--- config.mk ---
export PLATFORM = sky130hd
export DESIGN_NAME = adder_tree_frame_ctrl_flat
export DESIGN_NICKNAME = d
export VERILOG_FILES = /design/src/rtl/adder_tree_frame_ctrl_pkg.sv /design/src/rtl/adder_tree_frame_ctrl_if.sv /design/src/rtl/adder_tree_frame_ctrl_tree_shadow_pipe.sv /design/src/rtl/adder_tree_frame_ctrl.sv /design/src/flat_wrapper.sv
export SDC_FILE = /design/constraint.sdc
export NUM_CORES = 1
export LEC_CHECK = 0
export CAP_MARGIN = 30
export CORE_ASPECT_RATIO = 1.5
export CORE_UTILIZATION = 58
export DETAILED_ROUTE_END_ITERATION = 8
export PLACE_DENSITY = 0.84
export SYNTH_ARGS = -nofsm -noshare
export SYNTH_HDL_FRONTEND = slang
export SYNTH_SLANG_ARGS = --single-unit
--- constraint.sdc ---
create_clock -name clk -period 5.7 [get_ports clk]
set_clock_uncertainty 0.05 [all_clocks]
set_input_delay 1.14 -clock clk [delete_from_list [all_inputs] [get_ports clk]]
set_output_delay 1.14 -clock clk [all_outputs]
set_load 0.01 [all_outputs]
--- src/rtl/adder_tree_frame_ctrl_pkg.sv ---
// rtl/adder_tree_frame_ctrl_pkg.sv - shared widths, stage pair type and accumulator states
package adder_tree_frame_ctrl_pkg;

    function automatic int sum_width_f(input int data_width, input int length);
        return data_width + $clog2(length);
    endfunction

    function automatic int acc_width_f(input int data_width, input int length, input int max_frame);
        return sum_width_f(data_width, length) + $clog2(max_frame);
    endfunction

    function automatic int cnt_width_f(input int max_frame);
        return $clog2(max_frame + 1);
    endfunction

    typedef struct packed {
        logic vld;
        logic lst;
    } stage_t;

    typedef enum logic {
        IDLE  = 1'b0,
        ACCUM = 1'b1
    } acc_state_t;

endpackage

--- src/rtl/adder_tree_frame_ctrl_if.sv ---
// rtl/adder_tree_frame_ctrl_if.sv - input, tree and result handshake bundle
interface adder_tree_frame_ctrl_if #(
    parameter int DATA_WIDTH = 8,
    parameter int LENGTH     = 4,
    parameter int MAX_FRAME  = 256
);
    import adder_tree_frame_ctrl_pkg::*;

    localparam int SUM_WIDTH = sum_width_f(DATA_WIDTH, LENGTH);
    localparam int ACC_WIDTH = acc_width_f(DATA_WIDTH, LENGTH, MAX_FRAME);
    localparam int CNT_WIDTH = cnt_width_f(MAX_FRAME);

    logic                 in_valid;
    logic                 in_last;
    logic                 in_ready;
    logic                 tree_advance;
    logic [SUM_WIDTH-1:0] tree_sum;
    logic                 out_valid;
    logic                 out_ready;
    logic [ACC_WIDTH-1:0] out_total;
    logic [CNT_WIDTH-1:0] out_count;
    logic                 out_overrun;

    modport master (
        output in_valid, in_last, tree_sum, out_ready,
        input  in_ready, tree_advance, out_valid, out_total, out_count, out_overrun
    );

    modport slave (
        input  in_valid, in_last, tree_sum, out_ready,
        output in_ready, tree_advance, out_valid, out_total, out_count, out_overrun
    );

endinterface

--- src/rtl/adder_tree_frame_ctrl_tree_shadow_pipe.sv ---
// rtl/adder_tree_frame_ctrl_tree_shadow_pipe.sv - valid/last shadow of the tree register stages
module tree_shadow_pipe
    import adder_tree_frame_ctrl_pkg::*;
#(
    parameter int LATENCY = 2
) (
    input  logic   clk,
    input  logic   clear,
    input  logic   advance,
    input  stage_t head,
    output stage_t tail
);

    generate
        if (LATENCY == 0) begin : g_comb
            // Combinational tree: the tail is the input handshake itself.
            logic unused;
            assign unused = &{1'b0, clk, clear, advance};
            assign tail   = head;
        end else begin : g_pipe
            stage_t stg [LATENCY];

            always_ff @(posedge clk) begin
                if (clear) begin
                    for (int i = 0; i < LATENCY; i++) begin
                        stg[i] <= '0;
                    end
                end else if (advance) begin
                    stg[0] <= head;
                    for (int i = 1; i < LATENCY; i++) begin
                        stg[i] <= stg[i-1];
                    end
                end
            end

            assign tail = stg[LATENCY-1];
        end
    endgenerate

endmodule

--- src/rtl/adder_tree_frame_ctrl.sv ---
// rtl/adder_tree_frame_ctrl.sv - adder tree flow control with per-frame accumulation
module adder_tree_frame_ctrl
    import adder_tree_frame_ctrl_pkg::*;
#(
    parameter int DATA_WIDTH = 8,
    parameter int LENGTH     = 4,
    parameter int LATENCY    = $clog2(LENGTH),
    parameter int MAX_FRAME  = 256
) (
    input  logic                    clk,
    input  logic                    reset,
    adder_tree_frame_ctrl_if.slave  bus
);

    localparam int SUM_WIDTH = sum_width_f(DATA_WIDTH, LENGTH);
    localparam int ACC_WIDTH = acc_width_f(DATA_WIDTH, LENGTH, MAX_FRAME);
    localparam int CNT_WIDTH = cnt_width_f(MAX_FRAME);

    stage_t               head;
    stage_t               tail;
    acc_state_t           state;
    acc_state_t           state_next;
    logic [ACC_WIDTH-1:0] acc;
    logic [ACC_WIDTH-1:0] acc_next;
    logic [ACC_WIDTH-1:0] acc_plus;
    logic [CNT_WIDTH-1:0] cnt;
    logic [CNT_WIDTH-1:0] cnt_next;
    logic [CNT_WIDTH-1:0] cnt_sat_inc;
    logic                 ovr;
    logic                 ovr_next;
    logic                 at_max;
    logic                 advance;
    logic                 consume;
    logic                 result_load;
    logic                 res_valid;
    logic [ACC_WIDTH-1:0] res_total;
    logic [CNT_WIDTH-1:0] res_count;
    logic                 res_overrun;

    assign head = '{vld: bus.in_valid, lst: bus.in_last};

    tree_shadow_pipe #(
        .LATENCY (LATENCY)
    ) u_shadow (
        .clk     (clk),
        .clear   (reset),
        .advance (advance),
        .head    (head),
        .tail    (tail)
    );

    // Only a last-flagged tail with a result still waiting can block the tree.
    always_comb begin
        advance = !reset && (!tail.vld || !tail.lst || !res_valid || bus.out_ready);
    end

    assign consume     = advance && tail.vld;
    assign at_max      = (cnt == CNT_WIDTH'(MAX_FRAME));
    assign cnt_sat_inc = at_max ? cnt : cnt + CNT_WIDTH'(1);
    assign acc_plus    = acc + ACC_WIDTH'(bus.tree_sum);

    always_comb begin
        state_next  = state;
        acc_next    = acc;
        cnt_next    = cnt;
        ovr_next    = ovr;
        result_load = 1'b0;
        if (consume) begin
            if (tail.lst) begin
                result_load = 1'b1;
                state_next  = IDLE;
                acc_next    = '0;
                cnt_next    = '0;
                ovr_next    = 1'b0;
            end else begin
                state_next  = ACCUM;
                acc_next    = acc_plus;
                cnt_next    = cnt_sat_inc;
                ovr_next    = ovr || at_max;
            end
        end
    end

    always_ff @(posedge clk) begin
        if (reset) begin
            state       <= IDLE;
            acc         <= '0;
            cnt         <= '0;
            ovr         <= 1'b0;
            res_valid   <= 1'b0;
            res_total   <= '0;
            res_count   <= '0;
            res_overrun <= 1'b0;
        end else begin
            state <= state_next;
            acc   <= acc_next;
            cnt   <= cnt_next;
            ovr   <= ovr_next;
            // A new result overrides the take so back-to-back frames never bubble.
            if (result_load) begin
                res_valid   <= 1'b1;
                res_total   <= acc_plus;
                res_count   <= cnt_sat_inc;
                res_overrun <= ovr || at_max;
            end else if (res_valid && bus.out_ready) begin
                res_valid   <= 1'b0;
            end
        end
    end

    assign bus.tree_advance = advance;
    assign bus.in_ready     = advance;
    assign bus.out_valid    = res_valid;
    assign bus.out_total    = res_total;
    assign bus.out_count    = res_count;
    assign bus.out_overrun  = res_overrun;

endmodule

--- src/flat_wrapper.sv ---
// flat-port wrapper written by rule: the top's interface ports become plain ports
module adder_tree_frame_ctrl_flat import adder_tree_frame_ctrl_pkg::*;
#(
    parameter int DATA_WIDTH = 8,
    parameter int LENGTH     = 4,
    parameter int LATENCY    = $clog2(LENGTH),
    parameter int MAX_FRAME  = 256
)
  (clk, reset, bus_in_valid, bus_in_last, bus_tree_sum, bus_out_ready, bus_in_ready, bus_tree_advance, bus_out_valid, bus_out_total, bus_out_count, bus_out_overrun);
  adder_tree_frame_ctrl_if #(.DATA_WIDTH(DATA_WIDTH), .LENGTH(LENGTH), .MAX_FRAME(MAX_FRAME)) bus_i ();
  input  logic clk;
  input  logic reset;
  input wire logic [$bits(bus_i.in_valid)-1:0] bus_in_valid;
  input wire logic [$bits(bus_i.in_last)-1:0] bus_in_last;
  input wire logic [$bits(bus_i.tree_sum)-1:0] bus_tree_sum;
  input wire logic [$bits(bus_i.out_ready)-1:0] bus_out_ready;
  output wire logic [$bits(bus_i.in_ready)-1:0] bus_in_ready;
  output wire logic [$bits(bus_i.tree_advance)-1:0] bus_tree_advance;
  output wire logic [$bits(bus_i.out_valid)-1:0] bus_out_valid;
  output wire logic [$bits(bus_i.out_total)-1:0] bus_out_total;
  output wire logic [$bits(bus_i.out_count)-1:0] bus_out_count;
  output wire logic [$bits(bus_i.out_overrun)-1:0] bus_out_overrun;
  assign bus_i.in_valid = bus_in_valid;
  assign bus_i.in_last = bus_in_last;
  assign bus_i.tree_sum = bus_tree_sum;
  assign bus_i.out_ready = bus_out_ready;
  assign bus_in_ready = bus_i.in_ready;
  assign bus_tree_advance = bus_i.tree_advance;
  assign bus_out_valid = bus_i.out_valid;
  assign bus_out_total = bus_i.out_total;
  assign bus_out_count = bus_i.out_count;
  assign bus_out_overrun = bus_i.out_overrun;
  adder_tree_frame_ctrl #(.DATA_WIDTH(DATA_WIDTH), .LENGTH(LENGTH), .LATENCY(LATENCY), .MAX_FRAME(MAX_FRAME)) u_core (.clk(clk), .reset(reset), .bus(bus_i));
endmodule
==> impl_metrics.yaml <==
finish:
  final_util: 0.735
  final_cell_mix: "dfxtp_1 (57), clkdlybuf4s50_1 (45), nand2_1 (34), o21ai_0 (29)"
  antenna_cells: 0
  fin_nets: 425
  area_delta_synth_final_pct: 20.7
  final_common_cell: "dfxtp_1"
  drive_above_1_share: 0.102
clock_network:
  numClockSinks: 61
  clk_latency_ps: 350
  ctsHoldBuffers: 0
  cts_buffer_depth: 2
  htree_levels: 3
  cts_tree: "built"
  cts-root-buf: "clkbuf_8"
  cts_setup_buffers: 0
  clk_pin_slew_ps: 60
  cts_buffers: 9
  cts_resized: 0
logic_synthesis:
  synth_area_mm2: 0.00317
  yosysWarnings: 0
  synth_edf_count: 4
  seq_area_frac_synth: 0.398
  syn_inst: 357
  ys_top_cells_by_area: "dfxtp_1 (36%), nand3b_1 (6.2%), ha_1 (4.7%), o21ai_0 (4.6%), xnor2_1 (4.4%)"
  synth_nets: 385
  yosys.area.top_type: "dfxtp_1"
  ys_ff_latch: 61
  postSynthAreaPerCell_um2: 8.88
  yosysTopAreaCellShare: 0.360
  ys_async_sr_fraction: 0
  yosys.cell_types.count: 62
  synthFlopType: "dfxtp_1"
timing:
  finalSetupViolCount: 0
  final.min_clock_period_ps: 3930
  fin_hold_ws_ps: 411
  slew_headroom: 0.628
  finalSetupTns_ps: 0
  finalMaxSlewViolations: 0
  hold_viol: 0
  rsz0062_at_grt: "no"
  fmax_mhz: 255
  worst_pin_slew_ps: 556
  setup_ws_ps: 1770
  fin_crit_sh: 0.689
worst_setup_path:
  critPathLaunch: "bus_out_ready"
  crit_fanout: 6
  critPathArrivalTime_ps: 2740
  path_cells: "clkdlybuf4s50_1 -> nand2b_1 -> nor2_1 -> a21oi_1 -> clkdlybuf4s50_1"
  critPathKind: "primary input to primary output"
  reg2reg_depth: 8
  reg2reg_from: "u_core.acc[0]"
  required_ps: 4510
  critPathLaunchType: "primary input"
  cp_common_cell: "clkdlybuf4s50_1"
  slowest_stage: "clkdlybuf4s50_1"
  slowest_delay_ps: 600
  endpoint_kind: "primary output"
place:
  gp_congestion: 0.847
  port_buffers: 45
  place.detailed.hpwl_um: 4730
  post-place-ws_ps: 1750
worst_hold_path:
  hold_start: "u_core.acc[6]"
  hold_class: "flop to flop"
  min_path_cells: 2
routing:
  avgViaCountPerCell: 5.91
  wl_per_cell_um: 14.6
  drt-total-wl_um: 6870
  vias: 2777
  initialDrtViolationCount: 140
  drc_errors: 0
  dr.pass1.iters: 5
  ant_nets: 0
power:
  leakage_nw: 1.45
  vdd_drop_max_mv: 0.199
  finalPower_mw: 0.879
  p_per_area_mw_per_mm2: 230
floorplanning:
  start_util: 0.609
  die_w_um: 62.4
  dieArea_mm2: 0.00577
  die_h_um: 92.5
  row_count: 32
  core-area_mm2: 0.00520
  ios: 46
global_routing:
  grt_use_total: 0.261
  grt-ovfl-total: 0
  grt_pass1_wl_um: 11900
  grt_pass1_vias: 2753
  grt_max_degree: 52
  grt_antenna_before_repair: 0
job:
  cap_violations: 0
run_status:
  status: "complete, no violations"
==> cell families (layout without fill, tap and decap cells) <==
family,Yosys count,count (layout),share of synthesized area
AOI/OAI and AO/OA,102,102,0.214
adders and majority gates,13,13,0.0537
and+or+nand+nor,137,137,0.246
xor gates and xnor gates,20,20,0.0553
muxes,1,1,0.00355
DFF,61,61,0.398
buffers and inverters,23,68,0.0296
==> worst max-delay path, delay by kind of cell <==
family,cells,cell delay [ps]
compound gates,1,310
simple gates,2,220
buf+inv,2,1060
==> worst paths after layout <==
check | to | slack [ps]
worst max-delay path | bus_in_ready | 1770
worst min-delay path | u_core.acc[6] | 410
worst max register to register | u_core.bus.out_total[8] | 3350
worst min register to register | u_core.acc[6] | 410
==> final cells by class <==
cell class                      instances  area [µm²]
Timing Repair Buffer                   47         465
Inverter                                5        18.8
Clock buffer                           10         128
Clock inverter                          6        53.8
Sequential cell                        61        1260
Fill cell                             415        1380
Tap cell                               68        85.1
Multi-Input combinational cell        273        1810
==> state kept, by name (all words and copies together), names as in the netlist <==
| name | cells |
|---|---|
| u_core.acc | 18 |
| u_core.bus.out_total | 18 |
| u_core.bus.out_count | 9 |
| u_core.cnt | 9 |
| u_core.u_shadow.g_pipe.stg | 4 |
| u_core.bus.out_overrun | 1 |
| u_core.bus.out_valid | 1 |
| u_core.ovr | 1 |
==> cell usage after synthesis (all sizes together) (2+ instances only) <==
cell type,number
a22oi,7
nor3,3
nor4,3
a21oi,27
and3,8
xnor2,16
buf,6
inv,5
edfxtp,4
nand2b,5
a22o,3
clkbuf,12
nand4,2
xor2,4
nor4b,3
ha,12
nor2b,2
dfxtp,57
a211oi,5
a21o,11
nand3b,26
nor2,29
nor3b,3
nand2,34
nand3,9
and2,6
o31ai,2
o21ai,36
or2,2
o22ai,2
==> stage by stage <==
step	std cells	area [µm²]
global placement	454	3640
CTS	470	3830
floorplan	357	3170
detailed placement	454	3640
finish	470	3830
global route	470	3830
==> power by group <==
part	leakage, nW	switching, mW	internal, mW	total, mW
clock	0.0972	0.165	0.197	0.363
sequential	0.507	0.00607	0.436	0.442
combinational	0.842	0.0403	0.0343	0.0746
==> per-layer routing <==
| metal | GRT usage | vias to the layer above | share of wire |
|---|---|---|---|
| li1 | - | 1362 | - |
| met1 | 0.291 | 1330 | 0.43 |
| met2 | 0.459 | 73 | 0.52 |
| met3 | 0.0554 | 12 | 0.037 |
| met4 | 0.147 | 0 | 0.018 |
| met5 | 0 | - | 0 |
No activity file was read; power rests on OpenSTA's default activity.
==> variant, RTL diff (config.mk and constraints unchanged) <==
`DATA_WIDTH` is set to 8 in 3 places; all go to 6.
--- a/src/rtl/adder_tree_frame_ctrl_if.sv
+++ b/src/rtl/adder_tree_frame_ctrl_if.sv
@@ -2,3 +2,3 @@
 interface adder_tree_frame_ctrl_if #(
-    parameter int DATA_WIDTH = 8,
+    parameter int DATA_WIDTH = 6,
     parameter int LENGTH     = 4,
--- a/src/rtl/adder_tree_frame_ctrl.sv
+++ b/src/rtl/adder_tree_frame_ctrl.sv
@@ -4,3 +4,3 @@
 #(
-    parameter int DATA_WIDTH = 8,
+    parameter int DATA_WIDTH = 6,
     parameter int LENGTH     = 4,
--- a/src/flat_wrapper.sv
+++ b/src/flat_wrapper.sv
@@ -3,3 +3,3 @@
 #(
-    parameter int DATA_WIDTH = 8,
+    parameter int DATA_WIDTH = 6,
     parameter int LENGTH     = 4,
Interface: changed (resized bus_out_total and bus_tree_sum); port bits go from 46 to 42. No check against the original RTL was run, so the function may have changed too.
==> variant against the original RTL <==
Non-clock buffer count is 2 lower. Power is 4.6% lower. Synthesized cell count is 8.7% lower. Setup slack better by 100 ps. Cell area is 8.7% lower. Register-to-register slack hardly changed. Area after synthesis is 9.6% lower. Sequential cell count is 4 lower. Die area is 9.4% lower. Routed wire length is 8.7% lower. Combinational power is 6.6% higher. Critical path type unchanged.
==> variant: results (changes against the original RTL) <==
| Metric | Value |
|---|---|
| Status | `complete, no violations` |
| Area Growth Syn to Fin | `22.0%` |
| #MultiIn Comb | `247 (-9.5%)` |
| Data buffer area share | `13.2% (+1.0 points)` |
| Register area | `1180 µm² (-6.3%)` |
| CP arrival | `2630 ps (-110 ps)` |
| Layout fillers | `391 (-5.8%)` |
| Pin count of the biggest net entering global routing | `60 (+15%)` |
| Slew headroom | `59.0% (-3.9 points)` |
| Post-Place Cell Area | `3310 µm² (-9.1%)` |
| Placed Instances | `419 (-7.7%)` |
| Synth Register Bits | `57 (-6.6%)` |
| Gpl congestion | `0.887 (+4.7%)` |
| EDFF count, synth | `4 (unchanged)` |
| Final wirelength | `6270 µm (-8.7%)` |
| Leakage Power | `1.29 nW (-10%)` |
| Plain + repair buffers | `45 (-4.3%)` |
| Clock buffers | `13 (+3)` |
| Net count after synthesis | `350 (-9.1%)` |
| Top post-synthesis cells by area | `dfxtp_1 37%, nand3b_1 6.8%, nand2_1 4.7%` |
| First-pass GRT wire length | `10,400 µm (-13%)` |
| Via density | `5.65 (-4.5%)` |
| Nets | `388 (-8.7%)` |
| DRT Pass-1 Iters | `4 (-1)` |
| Sequential fraction of total cell area | `33.8% (+0.84 points)` |
| Reg power frac | `49.6% (-0.7 points)` |
| Clk cell area share | `5.16% (+0.41 points)` |
| Non-filler cells, final | `434 (-7.7%)` |
| Final HPWL from detailed placement | `4270 µm (-9.7%)` |
| Sequential area share after synthesis | `41.2% (+1.4 points)` |
| Power Total | `0.839 mW (-4.6%)` |
| Peak supply drop | `0.185 mV (-7.0%)` |
| Area of the multi-input gates | `1580 µm² (-13%)` |
| FF-to-FF setup slack | `3340 ps (about the same)` |
| Layout cells sized above 1 | `7.34% (-2.9 points)` |
-- variant: path summary, 6_finish.rpt --
check,startpoint,to,cells after the start
max,bus_out_ready,bus_tree_advance,4
min,u_core.bus.out_total[0],u_core.bus.out_total[0],2
max reg2reg,u_core.acc[0],u_core.bus.out_total[8],8
min reg2reg,u_core.bus.out_total[0],u_core.bus.out_total[0],2
-- variant: cells by family after synthesis --
| kind of cell | synth area share, % |
|---|---|
| buffers and inverters | 3.76 |
| xor gates and xnor gates | 6.73 |
| AOI/OAI and AO/OA | 18.4 |
| DFF | 41.2 |
| adders and majority gates | 5.07 |
| and+or+nand+nor | 24.8 |
-- variant: metal layers --
| layer | routed length (µm) | up-vias | share of wire, % | GRT usage [%] |
|---|---|---|---|---|
| met4 | 98 | 0 | 1.6 | 8.66 |
| met2 | 3230 | 50 | 52 | 44.5 |
| met1 | 2740 | 1150 | 44 | 32.3 |
| li1 | - | 1240 | - | - |
| met3 | 202 | 10 | 3.2 | 7.24 |
| met5 | 0 | - | 0 | 0 |
